## src/rtl/sram_port_arbiter_if.sv

```systemverilog
// Two requester ports, the single-port SRAM lines and the grant counters of sram_port_arbiter.
// The slave modport is the arbiter side; the master modport is the requesters plus the SRAM.
interface sram_port_arbiter_if #(
    parameter int ADDR  = 8,
    parameter int WIDTH = 32,
    parameter int CNT_W = 16
);
    logic             req0;
    logic             we0;
    logic [ADDR-1:0]  addr0;
    logic [WIDTH-1:0] wdata0;
    logic             gnt0;
    logic             rvalid0;
    logic [WIDTH-1:0] rdata0;

    logic             req1;
    logic             we1;
    logic [ADDR-1:0]  addr1;
    logic [WIDTH-1:0] wdata1;
    logic             gnt1;
    logic             rvalid1;
    logic [WIDTH-1:0] rdata1;

    logic             mem_cs;
    logic             mem_we;
    logic [ADDR-1:0]  mem_addr;
    logic [WIDTH-1:0] mem_wdata;
    logic [WIDTH-1:0] mem_rdata;

    logic             clr_cnt;
    logic [CNT_W-1:0] cnt0;
    logic [CNT_W-1:0] cnt1;

    modport slave (
        input  req0, we0, addr0, wdata0,
        input  req1, we1, addr1, wdata1,
        input  mem_rdata, clr_cnt,
        output gnt0, rvalid0, rdata0,
        output gnt1, rvalid1, rdata1,
        output mem_cs, mem_we, mem_addr, mem_wdata,
        output cnt0, cnt1
    );

    modport master (
        output req0, we0, addr0, wdata0,
        output req1, we1, addr1, wdata1,
        output mem_rdata, clr_cnt,
        input  gnt0, rvalid0, rdata0,
        input  gnt1, rvalid1, rdata1,
        input  mem_cs, mem_we, mem_addr, mem_wdata,
        input  cnt0, cnt1
    );
endinterface

```

## src/rtl/sram_port_arbiter.sv

```systemverilog
// Round-robin arbiter serialising two request ports onto one registered single-port SRAM.
// Grant 1 cycle after req is sampled in IDLE, rvalid 2 cycles after grant; requesters hold req until gnt.
module sram_port_arbiter #(
    parameter int ADDR  = 8,
    parameter int WIDTH = 32,
    parameter int CNT_W = 16
) (
    input  logic               clk,
    input  logic               rst_n,
    sram_port_arbiter_if.slave bus
);
    typedef enum logic [1:0] {
        IDLE  = 2'd0,
        ISSUE = 2'd1,
        WAIT  = 2'd2
    } state_t;

    localparam logic [CNT_W-1:0] CNT_MAX = '1;

    state_t           state_q, state_d;
    logic             last_q, last_d;
    logic             owner_q, owner_d;
    logic             mem_cs_q, mem_cs_d;
    logic             mem_we_q, mem_we_d;
    logic [ADDR-1:0]  mem_addr_q, mem_addr_d;
    logic [WIDTH-1:0] mem_wdata_q, mem_wdata_d;
    logic             gnt0_q, gnt0_d;
    logic             gnt1_q, gnt1_d;
    logic             rvalid0_q, rvalid0_d;
    logic             rvalid1_q, rvalid1_d;
    logic [WIDTH-1:0] rdata0_q, rdata0_d;
    logic [WIDTH-1:0] rdata1_q, rdata1_d;
    logic [CNT_W-1:0] cnt0_q, cnt0_d;
    logic [CNT_W-1:0] cnt1_q, cnt1_d;

    logic             win;
    logic             win_we;

    always_comb begin
        state_d     = state_q;
        last_d      = last_q;
        owner_d     = owner_q;
        mem_cs_d    = mem_cs_q;
        mem_we_d    = mem_we_q;
        mem_addr_d  = mem_addr_q;
        mem_wdata_d = mem_wdata_q;
        gnt0_d      = 1'b0;
        gnt1_d      = 1'b0;
        rvalid0_d   = 1'b0;
        rvalid1_d   = 1'b0;
        rdata0_d    = rdata0_q;
        rdata1_d    = rdata1_q;
        cnt0_d      = cnt0_q;
        cnt1_d      = cnt1_q;

        // A tie goes to the port that was not granted last; a lone request wins outright.
        win    = (bus.req0 && bus.req1) ? ~last_q : bus.req1;
        win_we = win ? bus.we1 : bus.we0;

        case (state_q)
            IDLE: begin
                if (bus.req0 || bus.req1) begin
                    state_d     = ISSUE;
                    mem_cs_d    = 1'b1;
                    mem_we_d    = win_we;
                    mem_addr_d  = win ? bus.addr1 : bus.addr0;
                    mem_wdata_d = win_we ? (win ? bus.wdata1 : bus.wdata0) : '0;
                    gnt0_d      = ~win;
                    gnt1_d      = win;
                    owner_d     = win;
                    last_d      = win;
                    if (!win && cnt0_q != CNT_MAX) cnt0_d = cnt0_q + 1'b1;
                    if (win && cnt1_q != CNT_MAX)  cnt1_d = cnt1_q + 1'b1;
                end
            end
            ISSUE: begin
                mem_cs_d = 1'b0;
                mem_we_d = 1'b0;
                state_d  = mem_we_q ? IDLE : WAIT;
            end
            WAIT: begin
                // The SRAM registers its output, so read data is on mem_rdata now.
                if (owner_q) begin
                    rdata1_d  = bus.mem_rdata;
                    rvalid1_d = 1'b1;
                end else begin
                    rdata0_d  = bus.mem_rdata;
                    rvalid0_d = 1'b1;
                end
                state_d = IDLE;
            end
            default: state_d = IDLE;
        endcase

        if (bus.clr_cnt) begin
            cnt0_d = '0;
            cnt1_d = '0;
        end
    end

    always_ff @(posedge clk or negedge rst_n) begin
        if (!rst_n) begin
            state_q     <= IDLE;
            last_q      <= 1'b1;
            owner_q     <= 1'b0;
            mem_cs_q    <= 1'b0;
            mem_we_q    <= 1'b0;
            mem_addr_q  <= '0;
            mem_wdata_q <= '0;
            gnt0_q      <= 1'b0;
            gnt1_q      <= 1'b0;
            rvalid0_q   <= 1'b0;
            rvalid1_q   <= 1'b0;
            rdata0_q    <= '0;
            rdata1_q    <= '0;
            cnt0_q      <= '0;
            cnt1_q      <= '0;
        end else begin
            state_q     <= state_d;
            last_q      <= last_d;
            owner_q     <= owner_d;
            mem_cs_q    <= mem_cs_d;
            mem_we_q    <= mem_we_d;
            mem_addr_q  <= mem_addr_d;
            mem_wdata_q <= mem_wdata_d;
            gnt0_q      <= gnt0_d;
            gnt1_q      <= gnt1_d;
            rvalid0_q   <= rvalid0_d;
            rvalid1_q   <= rvalid1_d;
            rdata0_q    <= rdata0_d;
            rdata1_q    <= rdata1_d;
            cnt0_q      <= cnt0_d;
            cnt1_q      <= cnt1_d;
        end
    end

    assign bus.gnt0      = gnt0_q;
    assign bus.gnt1      = gnt1_q;
    assign bus.rvalid0   = rvalid0_q;
    assign bus.rvalid1   = rvalid1_q;
    assign bus.rdata0    = rdata0_q;
    assign bus.rdata1    = rdata1_q;
    assign bus.mem_cs    = mem_cs_q;
    assign bus.mem_we    = mem_we_q;
    assign bus.mem_addr  = mem_addr_q;
    assign bus.mem_wdata = mem_wdata_q;
    assign bus.cnt0      = cnt0_q;
    assign bus.cnt1      = cnt1_q;
endmodule

```

## src/flat_wrapper.sv

```systemverilog
// flat-port wrapper written by rule: the top's interface ports become plain ports
module sram_port_arbiter_flat 
#(
    parameter int ADDR  = 8,
    parameter int WIDTH = 32,
    parameter int CNT_W = 16
)
  (clk, rst_n, bus_req0, bus_we0, bus_addr0, bus_wdata0, bus_req1, bus_we1, bus_addr1, bus_wdata1, bus_mem_rdata, bus_clr_cnt, bus_gnt0, bus_rvalid0, bus_rdata0, bus_gnt1, bus_rvalid1, bus_rdata1, bus_mem_cs, bus_mem_we, bus_mem_addr, bus_mem_wdata, bus_cnt0, bus_cnt1);
  sram_port_arbiter_if #(.ADDR(ADDR), .WIDTH(WIDTH), .CNT_W(CNT_W)) bus_i ();
  input  logic clk;
  input  logic rst_n;
  input wire logic [$bits(bus_i.req0)-1:0] bus_req0;
  input wire logic [$bits(bus_i.we0)-1:0] bus_we0;
  input wire logic [$bits(bus_i.addr0)-1:0] bus_addr0;
  input wire logic [$bits(bus_i.wdata0)-1:0] bus_wdata0;
  input wire logic [$bits(bus_i.req1)-1:0] bus_req1;
  input wire logic [$bits(bus_i.we1)-1:0] bus_we1;
  input wire logic [$bits(bus_i.addr1)-1:0] bus_addr1;
  input wire logic [$bits(bus_i.wdata1)-1:0] bus_wdata1;
  input wire logic [$bits(bus_i.mem_rdata)-1:0] bus_mem_rdata;
  input wire logic [$bits(bus_i.clr_cnt)-1:0] bus_clr_cnt;
  output wire logic [$bits(bus_i.gnt0)-1:0] bus_gnt0;
  output wire logic [$bits(bus_i.rvalid0)-1:0] bus_rvalid0;
  output wire logic [$bits(bus_i.rdata0)-1:0] bus_rdata0;
  output wire logic [$bits(bus_i.gnt1)-1:0] bus_gnt1;
  output wire logic [$bits(bus_i.rvalid1)-1:0] bus_rvalid1;
  output wire logic [$bits(bus_i.rdata1)-1:0] bus_rdata1;
  output wire logic [$bits(bus_i.mem_cs)-1:0] bus_mem_cs;
  output wire logic [$bits(bus_i.mem_we)-1:0] bus_mem_we;
  output wire logic [$bits(bus_i.mem_addr)-1:0] bus_mem_addr;
  output wire logic [$bits(bus_i.mem_wdata)-1:0] bus_mem_wdata;
  output wire logic [$bits(bus_i.cnt0)-1:0] bus_cnt0;
  output wire logic [$bits(bus_i.cnt1)-1:0] bus_cnt1;
  assign bus_i.req0 = bus_req0;
  assign bus_i.we0 = bus_we0;
  assign bus_i.addr0 = bus_addr0;
  assign bus_i.wdata0 = bus_wdata0;
  assign bus_i.req1 = bus_req1;
  assign bus_i.we1 = bus_we1;
  assign bus_i.addr1 = bus_addr1;
  assign bus_i.wdata1 = bus_wdata1;
  assign bus_i.mem_rdata = bus_mem_rdata;
  assign bus_i.clr_cnt = bus_clr_cnt;
  assign bus_gnt0 = bus_i.gnt0;
  assign bus_rvalid0 = bus_i.rvalid0;
  assign bus_rdata0 = bus_i.rdata0;
  assign bus_gnt1 = bus_i.gnt1;
  assign bus_rvalid1 = bus_i.rvalid1;
  assign bus_rdata1 = bus_i.rdata1;
  assign bus_mem_cs = bus_i.mem_cs;
  assign bus_mem_we = bus_i.mem_we;
  assign bus_mem_addr = bus_i.mem_addr;
  assign bus_mem_wdata = bus_i.mem_wdata;
  assign bus_cnt0 = bus_i.cnt0;
  assign bus_cnt1 = bus_i.cnt1;
  sram_port_arbiter #(.ADDR(ADDR), .WIDTH(WIDTH), .CNT_W(CNT_W)) u_core (.clk(clk), .rst_n(rst_n), .bus(bus_i));
endmodule
```

## config.mk

```make
export PLATFORM = sky130hd
export DESIGN_NAME = sram_port_arbiter_flat
export DESIGN_NICKNAME = d
export VERILOG_FILES = /design/src/rtl/sram_port_arbiter_if.sv /design/src/rtl/sram_port_arbiter.sv /design/src/flat_wrapper.sv
export SDC_FILE = /design/constraint.sdc
export NUM_CORES = 1
export LEC_CHECK = 0
export CAP_MARGIN = 20
export CORE_MARGIN = 10
export CORE_UTILIZATION = 50
export DETAILED_ROUTE_END_ITERATION = 16
export DONT_BUFFER_PORTS = 1
export GPL_ROUTABILITY_DRIVEN = 0
export PLACE_DENSITY = 0.67
export SYNTH_ARGS = -nofsm -noshare
export SYNTH_HDL_FRONTEND = slang
export SYNTH_SLANG_ARGS = --single-unit
export TNS_END_PERCENT = 20
```

## constraint.sdc

```tcl
create_clock -name clk -period 1.7 [get_ports clk]
set_input_delay 0.085 -clock clk [delete_from_list [all_inputs] [get_ports clk]]
set_output_delay 0.085 -clock clk [all_outputs]
set_load 0.02 [all_outputs]
```

==> results.sh, run 1 <==
export IMPL_hold_slack_ns=-0.641
export IMPL_synthCells=586
export IMPL_drive_gt1_share_pct=19.0
export IMPL_hold_viol_final=178
export IMPL_drc=0
export IMPL_startpoint_type="register"
export IMPL_final_area_um2=8770
export IMPL_p_leak_uw=0.00402
export IMPL_synthArstFlopShare_pct=100
export IMPL_finish_utilization_pct=69.7
export IMPL_first_global_vias=5573
export IMPL_clock_fmax_mhz=593
export IMPL_cts_sinks=146
export IMPL_synth_nets=707
export IMPL_tightestPinTransition_ns=0.467
export IMPL_slew_violations=0
export IMPL_area_growth_syn_to_layout_pct=37.4
export IMPL_post_drt_wl_per_cell_um=21.4
export IMPL_cts_setup_buffers=0
export IMPL_ys_flop_type="dfrtp_1"
export IMPL_antenna_left=0
export IMPL_cts_buffer_depth=2
export IMPL_violations="hold timing"
export IMPL_place_area_um2=6950
export IMPL_yosys_register_bits=146
export IMPL_core_area_um2=12600
export IMPL_crit_path_end_kind="register"
export IMPL_path_clk_slew_ns=0.06
export IMPL_ys_seq_area_share_pct=57.3
export IMPL_crit_type="register to register"
export IMPL_crit_chain="nand2b_1, nand3_1, nor4_1, xnor2_1, nor2_1"
export IMPL_dieHeight_um=133
export IMPL_crit_required_ns=2.01
export IMPL_die_w_um=133
export IMPL_start_util_pct=50.8
export IMPL_ys_types=53
export IMPL_setup_viol=0
export IMPL_arrival_ns=1.99
export IMPL_cp_max_fo=6
export IMPL_p_per_area_nw_per_um2=1630
export IMPL_vdd_drop_max_mv=0.922
export IMPL_hold_class="primary input to async pin"
export IMPL_yosysWarnings=0
export IMPL_grt_pass1_wl_um=31300
export IMPL_synth_edf_count=0
export IMPL_cts_tree="done"
export IMPL_timing_final_crit_period_ns=1.69
export IMPL_fin_skew_ns=0.00766
export IMPL_fp_dieArea_um2=17700
export IMPL_root_buffer="clkbuf_16"
export IMPL_post_route_period_util_pct=99.2
export IMPL_pin_count=261
export IMPL_final_common_cell="nand2_1"
export IMPL_cpMaxStageDelayCell="dfstp_2"
export IMPL_place_hpwl_um=12800
export IMPL_slowest_delay_ns=0.54
export IMPL_cts_buffers=17
export IMPL_overflow=0
export IMPL_routed_wl_um=19900
export IMPL_slew_limit_headroom_pct=68.7
export IMPL_status="finished with violations"
export IMPL_num_rows=41
export IMPL_io_buffers=0
export IMPL_fillers=874
export IMPL_vias=5218
export IMPL_syn_avg_cell_area_um2=10.9
export IMPL_clock_latency_ns=0.42
export IMPL_cts_max_level=4
export IMPL_grt_setup_unrepaired="true"
export IMPL_drtIter0Drc=446
export IMPL_holdBufCountCts=115
export IMPL_grt_max_degree=147
export IMPL_antenna_found_initial=4
export IMPL_layout_common_cells="nand2_1, dfrtp_1, dlygate4sd3_1"
export IMPL_grt_total_usage_pct=22.5
export IMPL_routed_via_density=5.61
export IMPL_maxCapViolCount=0
export IMPL_final_nets=862
export IMPL_firstDrtPassIters=4
export IMPL_syn_area_um2=6380
[layer usage]
metal / track usage [%] / part of all wire, % / wire [µm]
met1: 23.6 / 34 / 6850
met2: 37.0 / 51 / 10200
met3: 9.80 / 11 / 2120
met4: 12.8 / 3.8 / 757
met5: 0 / 0 / 0
[sequential cells by signal, indices dropped and copies added (netlist names), 2 cells and up]
name,cells
u_core.bus.rdata1,32
u_core.bus.mem_addr,8
u_core.state_q,2
u_core.bus.rdata0,32
u_core.bus.cnt0,16
u_core.bus.cnt1,16
u_core.bus.mem_wdata,32
[logic make-up (layout without fill, tap and decap cells)]
| logic type | after synthesis | count (layout) | share of synthesized area [%] |
|---|---|---|---|
| AOI/OAI and AO/OA | 70 | 70 | 8.02 |
| xor gates and xnor gates | 22 | 22 | 3.02 |
| adders and majority gates | 2 | 2 | 0.392 |
| buffers and inverters | 37 | 205 | 2.67 |
| DFF | 146 | 146 | 57.3 |
| muxes | 68 | 68 | 11.3 |
| other | 0 | 4 | 0 |
| and+or+nand+nor | 241 | 241 | 17.3 |
[critical path, delay by kind of cell, from the launching register on]
| family | cells | cell delay (ns) |
|---|---|---|
| xor+xnor | 1 | 0.16 |
| flops | 1 | 0.54 |
| simple gates | 4 | 0.88 |
[final cells by class]
class                      count  area, µm²  area share [%]
sequential                   146       3660            41.7
multi-input combinational    403       2650            30.2
timing repair buffer         167       1620            18.4
clock buffer                  21        470            5.37
tap                          172        215            2.46
clock inverter                11        125            1.43
inverter                       6       23.8           0.271
antenna                        4       10.0           0.114
[power by group]
part	total (µW)	switching [µW]	internal [µW]
clock	3740	1460	2290
combinational	3260	1680	1580
sequential	7310	2570	4740
[stage by stage]
| step | hold WS, ns | TNS (ns) | instances | power, µW | setup WS [ns] |
|---|---|---|---|---|---|
| after floorplan | -0.211 | -0.127 | 586 | 9080 | -0.0351 |
| after global placement | -0.206 | 0 | 779 | 10100 | 0.0389 |
| after detailed placement | -0.206 | -0.0262 | 779 | 10300 | -0.0174 |
| after CTS | -0.654 | -0.00439 | 926 | 14300 | -0.00273 |
| after global routing | -0.659 | -0.553 | 930 | 15000 | -0.0779 |
| final | -0.641 | 0 | 930 | 14300 | 0.0134 |
[path summary, 6_finish.rpt]
kind | from | to | slack, ns | cells past startpoint
worst min register to register | u_core.last_q | u_core.last_q | 0.53 | 1
min in group clk | bus_clr_cnt | u_core.bus.cnt1[5] | -0.27 | 1
worst max register to register | u_core.last_q | u_core.bus.cnt0[13] | 0.01 | 5
worst min-delay path | rst_n | u_core.bus.rdata1[7] | -0.64 | 0
worst max-delay path | u_core.last_q | u_core.bus.cnt0[13] | 0.01 | 5
max in group asynchronous | rst_n | u_core.last_q | 2.08 | 0
[synth_stat cells (7+ instances only)]
cell type  instances  area [µm²]
nor2_1            30         113
nand2_1          154         578
dfrtp_1          145        3630
mux2i_1           36         360
mux2_2            32         360
clkbuf_1          17        63.8
a22oi_1            8        60.1
a21oi_1            7        35.0
xnor2_1           17         149
o31ai_1           32         240
nand3_1           11        55.1
buf_2              7        35.0
[timing repair]
action | in CTS | in global routing
gates resized for setup | 2 | 11
hold endpoints to repair | 284 | 178
endpoints found under the setup margin | 3 | 23
pin swaps | 1 | 2
Power figures use the tool's default switching activity.
==> run 2: changes to the inputs <==
PLACE_DENSITY = 0.64   (was 0.67)
clock period = 1.9 ns   (was 1.7 ns; I/O delays follow)
==> results.sh, run 2 (synthesis results as in run 1) <==
export IMPL_status="finished with violations"
export IMPL_violations="hold timing"
export IMPL_cts_buffer_depth=2
export IMPL_firstDrtPassIters=7
export IMPL_drc=0
export IMPL_dieHeight_um=133
export IMPL_path_clk_slew_ns=0.07
export IMPL_hold_class="primary input to async pin"
export IMPL_reg2reg_from="u_core.bus.cnt0[0]"
export IMPL_use_met1_pct=23.5
export IMPL_root_buffer="clkbuf_16"
export IMPL_ctsResizeCount=0
export IMPL_first_global_vias=5493
export IMPL_dp_cells=763
export IMPL_startpoint_type="register"
export IMPL_crit_path_end_kind="register"
export IMPL_rrSetupSlack_ns=0.13
export IMPL_final_nets=847
export IMPL_hold_viol_final=146
export IMPL_p_leak_uw=0.00397
export IMPL_r2r_cells=6
export IMPL_cp_max_fo=4
export IMPL_routed_wl_um=19400
export IMPL_fp_dieArea_um2=17700
export IMPL_arrival_ns=2.08
export IMPL_tightestPinTransition_ns=0.510
export IMPL_setup_viol=0
export IMPL_clock_latency_ns=0.42
export IMPL_pin_count=261
export IMPL_grt_total_usage_pct=22.1
export IMPL_crit_required_ns=2.21
export IMPL_final_area_um2=8630
export IMPL_finalWorstSetupSlack_ns=0.132
export IMPL_antenna_found_initial=2
export IMPL_io_buffers=0
export IMPL_cts_tree="done"
export IMPL_overflow=0
export IMPL_slew_violations=0
export IMPL_cts_setup_buffers=0
export IMPL_maxCapViolCount=0
export IMPL_post_route_period_util_pct=93.0
export IMPL_post_drt_wl_per_cell_um=21.2
export IMPL_drtIter0Drc=446
export IMPL_met3_usage_pct=8.74
export IMPL_vdd_drop_max_mv=0.906
export IMPL_vias=5073
export IMPL_start_util_pct=50.8
export IMPL_slew_limit_headroom_pct=65.7
export IMPL_busiest_layer="met2"
export IMPL_grt_max_degree=147
export IMPL_routed_via_density=5.56
export IMPL_fin_skew_ns=0.00838
export IMPL_cts_max_level=4
export IMPL_layout_common_cells="nand2_1, dfrtp_1, dlygate4sd3_1"
export IMPL_die_w_um=133
export IMPL_cts_buffers=17
export IMPL_final_common_cell="nand2_1"
export IMPL_place_area_um2=6810
export IMPL_crit_type="register to register"
export IMPL_num_rows=41
export IMPL_r2r_end="u_core.bus.cnt0[5]"
export IMPL_globalRouteMet2Util_pct=38.0
export IMPL_stdcell_count=913
export IMPL_p_per_area_nw_per_um2=1490
export IMPL_core_area_um2=12600
export IMPL_drive_gt1_share_pct=16.0
export IMPL_dp_slack_ns=0.145
export IMPL_area_growth_syn_to_layout_pct=35.2
export IMPL_grt_pass1_wl_um=30900
export IMPL_clock_fmax_mhz=566
export IMPL_cts_sinks=146
export IMPL_antenna_left=0
export IMPL_timing_final_crit_period_ns=1.77
export IMPL_hold_slack_ns=-0.638
export IMPL_place_hpwl_um=12900
-- run 2: what timing repair did --
action                                 CTS  global route
hold buffers                           114             1
setup endpoints to repair                0             0
endpoints found under the hold margin  284           147
-- run 2: critical path, cell delays in order (launching register included) --
cell	delay (ns)
dfrtp_1	0.38
ha_1	0.24
and2_1	0.19
and3_1	0.23
a21oi_1	0.27
a311oi_1	0.14
a41o_1	0.21
-- run 2: worst max-delay path by stage --
stage          slack [ns]  cells past startpoint               start             endpoint
2_1_floorplan        0.13                      6  u_core.bus.cnt0[0]   u_core.bus.cnt0[5]
3_3_place_gp         0.22                      5  u_core.bus.cnt0[6]  u_core.bus.cnt0[15]
3_5_place_dp         0.15                      6  u_core.bus.cnt0[0]   u_core.bus.cnt0[5]
4_1_cts              0.09                      6  u_core.bus.cnt0[0]   u_core.bus.cnt0[1]
5_1_grt           -0.0001                      6  u_core.bus.cnt0[0]   u_core.bus.cnt0[5]
6_report             0.13                      6  u_core.bus.cnt0[0]   u_core.bus.cnt0[5]
-- run 2: metrics by stage --
| stage | util, % | total power, µW | TNS, ns |
|---|---|---|---|
| detailed placement | 54.2 | 9130 | 0 |
| global route | 68.6 | 13500 | -0.000123 |
| CTS | 68.3 | 12900 | 0 |
| floorplan | - | 8120 | 0 |
| global placement | 54.2 | 8990 | 0 |
| finish | 68.6 | 12900 | 0 |
-- run 2: cell type report --
| type | instances | area, µm² |
|---|---|---|
| multi-input combinational | 403 | 2580 |
| clock inverter | 15 | 206 |
| timing repair buffer | 152 | 1510 |
| tap | 172 | 215 |
| antenna | 2 | 5.00 |
| clock buffer | 17 | 425 |
| sequential | 146 | 3650 |
| inverter | 6 | 22.5 |
| fill | 891 | 3940 |
-- run 2: report_power, final --
group          leakage [µW]  total (µW)  internal [µW]  switching (µW)
Sequential          0.00186        6540           4240            2310
Clock              0.000309        3570           2130            1440
Combinational       0.00180        2760           1300            1460
-- run 2: routing by layer --
| layer | wire [µm] | vias up | share of wire (%) |
|---|---|---|---|
| met5 | 0 | - | 0 |
| met4 | 480 | 0 | 2.5 |
| met3 | 1860 | 37 | 9.6 |
| met2 | 10200 | 231 | 52 |
| met1 | 6870 | 2501 | 35 |
| li1 | - | 2304 | - |
==> run 3: changes to the inputs <==
REMOVE_ABC_BUFFERS = 1   (was not set)
==> results.sh, run 3 (synthesis results as in run 1) <==
export IMPL_holdBufCountCts=116
export IMPL_arrival_ns=2.02
export IMPL_ctsResizeCount=0
export IMPL_cts_buffer_depth=2
export IMPL_vias=5091
export IMPL_start_util_pct=50.8
export IMPL_vdd_drop_max_mv=0.997
export IMPL_num_rows=41
export IMPL_p_per_area_nw_per_um2=1470
export IMPL_place_hpwl_um=12600
export IMPL_antenna_found_initial=4
export IMPL_drc=0
export IMPL_crit_chain="ha_1, and2_1, and3_1, a21oi_1, mux2i_1, nor2_1"
export IMPL_cts_tree="done"
export IMPL_die_w_um=133
export IMPL_crit_type="register to register"
export IMPL_dieHeight_um=133
export IMPL_drtIter0Drc=379
export IMPL_grt_setup_unrepaired="false"
export IMPL_io_buffers=0
export IMPL_crit_required_ns=2.20
export IMPL_post_drt_wl_per_cell_um=21.2
export IMPL_startpoint_type="register"
export IMPL_firstDrtPassIters=5
export IMPL_overflow=0
export IMPL_cp_max_fo=4
export IMPL_core_area_um2=12600
export IMPL_fp_dieArea_um2=17700
export IMPL_dp_slack_ns=0.179
export IMPL_pin_count=261
export IMPL_cts_setup_buffers=0
export IMPL_fin_skew_ns=0.0102
export IMPL_crit_buf_inv=0
export IMPL_slew_violations=0
export IMPL_maxCapViolCount=0
export IMPL_antenna_left=0
export IMPL_slew_limit_headroom_pct=62.7
export IMPL_hold_slack_ns=-0.627
export IMPL_timing_final_crit_period_ns=1.72
export IMPL_layout_common_cells="nand2_1, dfrtp_1, dlygate4sd3_1"
export IMPL_area_growth_syn_to_layout_pct=34.9
export IMPL_hold_viol_final=146
export IMPL_crit_path_end_kind="register"
export IMPL_post_route_period_util_pct=90.6
export IMPL_hold_class="primary input to async pin"
export IMPL_cts_sinks=146
export IMPL_cp_top_family="simple AND/OR/NAND/NOR gates"
export IMPL_p_leak_uw=0.00396
export IMPL_final_common_cell="nand2_1"
export IMPL_cts_buffers=17
export IMPL_status="finished with violations"
export IMPL_final_nets=850
export IMPL_cpMaxStageDelayCell="dfrtp_1"
export IMPL_clock_fmax_mhz=581
export IMPL_cts_max_level=4
export IMPL_clock_latency_ns=0.43
export IMPL_grt_total_usage_pct=22.0
export IMPL_finalWorstSetupSlack_ns=0.179
export IMPL_grt_max_degree=147
export IMPL_path_clk_slew_ns=0.06
export IMPL_drive_gt1_share_pct=16.0
export IMPL_setup_viol=0
export IMPL_grt_pass1_wl_um=30600
export IMPL_routed_via_density=5.55
export IMPL_setup_tns_ns=0
export IMPL_first_global_vias=5309
export IMPL_slowest_delay_ns=0.38
export IMPL_root_buffer="clkbuf_16"
export IMPL_violations="hold timing"
export IMPL_routed_wl_um=19400
export IMPL_tightestPinTransition_ns=0.555
==> run 3: cell count changes in the layout (fill, tap and decap cells not counted) <==
| cell | change |
|---|---|
| inv_8 | -5 |
| buf_4 | +4 |
| inv_6 | -4 |
| clkbuf_1 | +2 |
| clkinv_2 | +2 |
| clkinv_4 | +2 |
| clkinvlp_4 | +2 |
| diode_2 | +2 |
| buf_16 | -1 |
| clkbuf_8 | +1 |
==> run 3: worst paths after layout <==
path	cells past startpoint	start	slack, ns	to
hold reg to reg	1	u_core.last_q	0.53	u_core.last_q
hold / removal	0	rst_n	-0.63	u_core.bus.rdata1[10]
setup / recovery	6	u_core.bus.cnt0[0]	0.18	u_core.bus.cnt0[1]
max in group asynchronous	0	rst_n	2.29	u_core.last_q
min in group clk	3	bus_req0	0.02	u_core.state_q[0]
setup reg to reg	6	u_core.bus.cnt0[0]	0.18	u_core.bus.cnt0[1]
==> run 3: layout make-up <==
cell class / count / area (µm²)
antenna: 4 / 10.0
clock buffer: 20 / 447
clock inverter: 12 / 158
fill: 901 / 3960
inverter: 6 / 22.5
multi-input combinational: 403 / 2580
sequential: 146 / 3650
tap: 172 / 215
timing repair buffer: 155 / 1510
==> run 3: power by group <==
part           switching [µW]  internal [µW]
clock network            1300           2100
logic                    1410           1280
registers                2340           4240
total                    5050           7620
==> run 3: metrics by stage <==
stage               std cells  area, µm²  util, %  total power (µW)
finish                    918       8610     68.5             12700
global route              918       8610     68.5             13300
CTS                       914       8600     68.4             12700
detailed placement        766       6820     54.3              9080
global placement          766       6820     54.3              8950
floorplan                 555       6230        -              8030
==> run 3: per-layer routing <==
metal	vias to the layer above	routed length (µm)	global-route usage, %	part of all wire [%]
met2	265	10100	36.5	52
met3	44	2150	9.88	11
met4	0	607	11.1	3.1
li1	2315	-	-	-
met5	-	0	0	0
met1	2467	6590	23.2	34
==> run 3: worst reg2reg max path, stage by stage, from the launching register on <==
cell and delay (ns):
dfrtp_1 0.38, ha_1 0.24, and2_1 0.18, and3_1 0.22, a21oi_1 0.29, mux2i_1 0.23
nor2_1 0.06
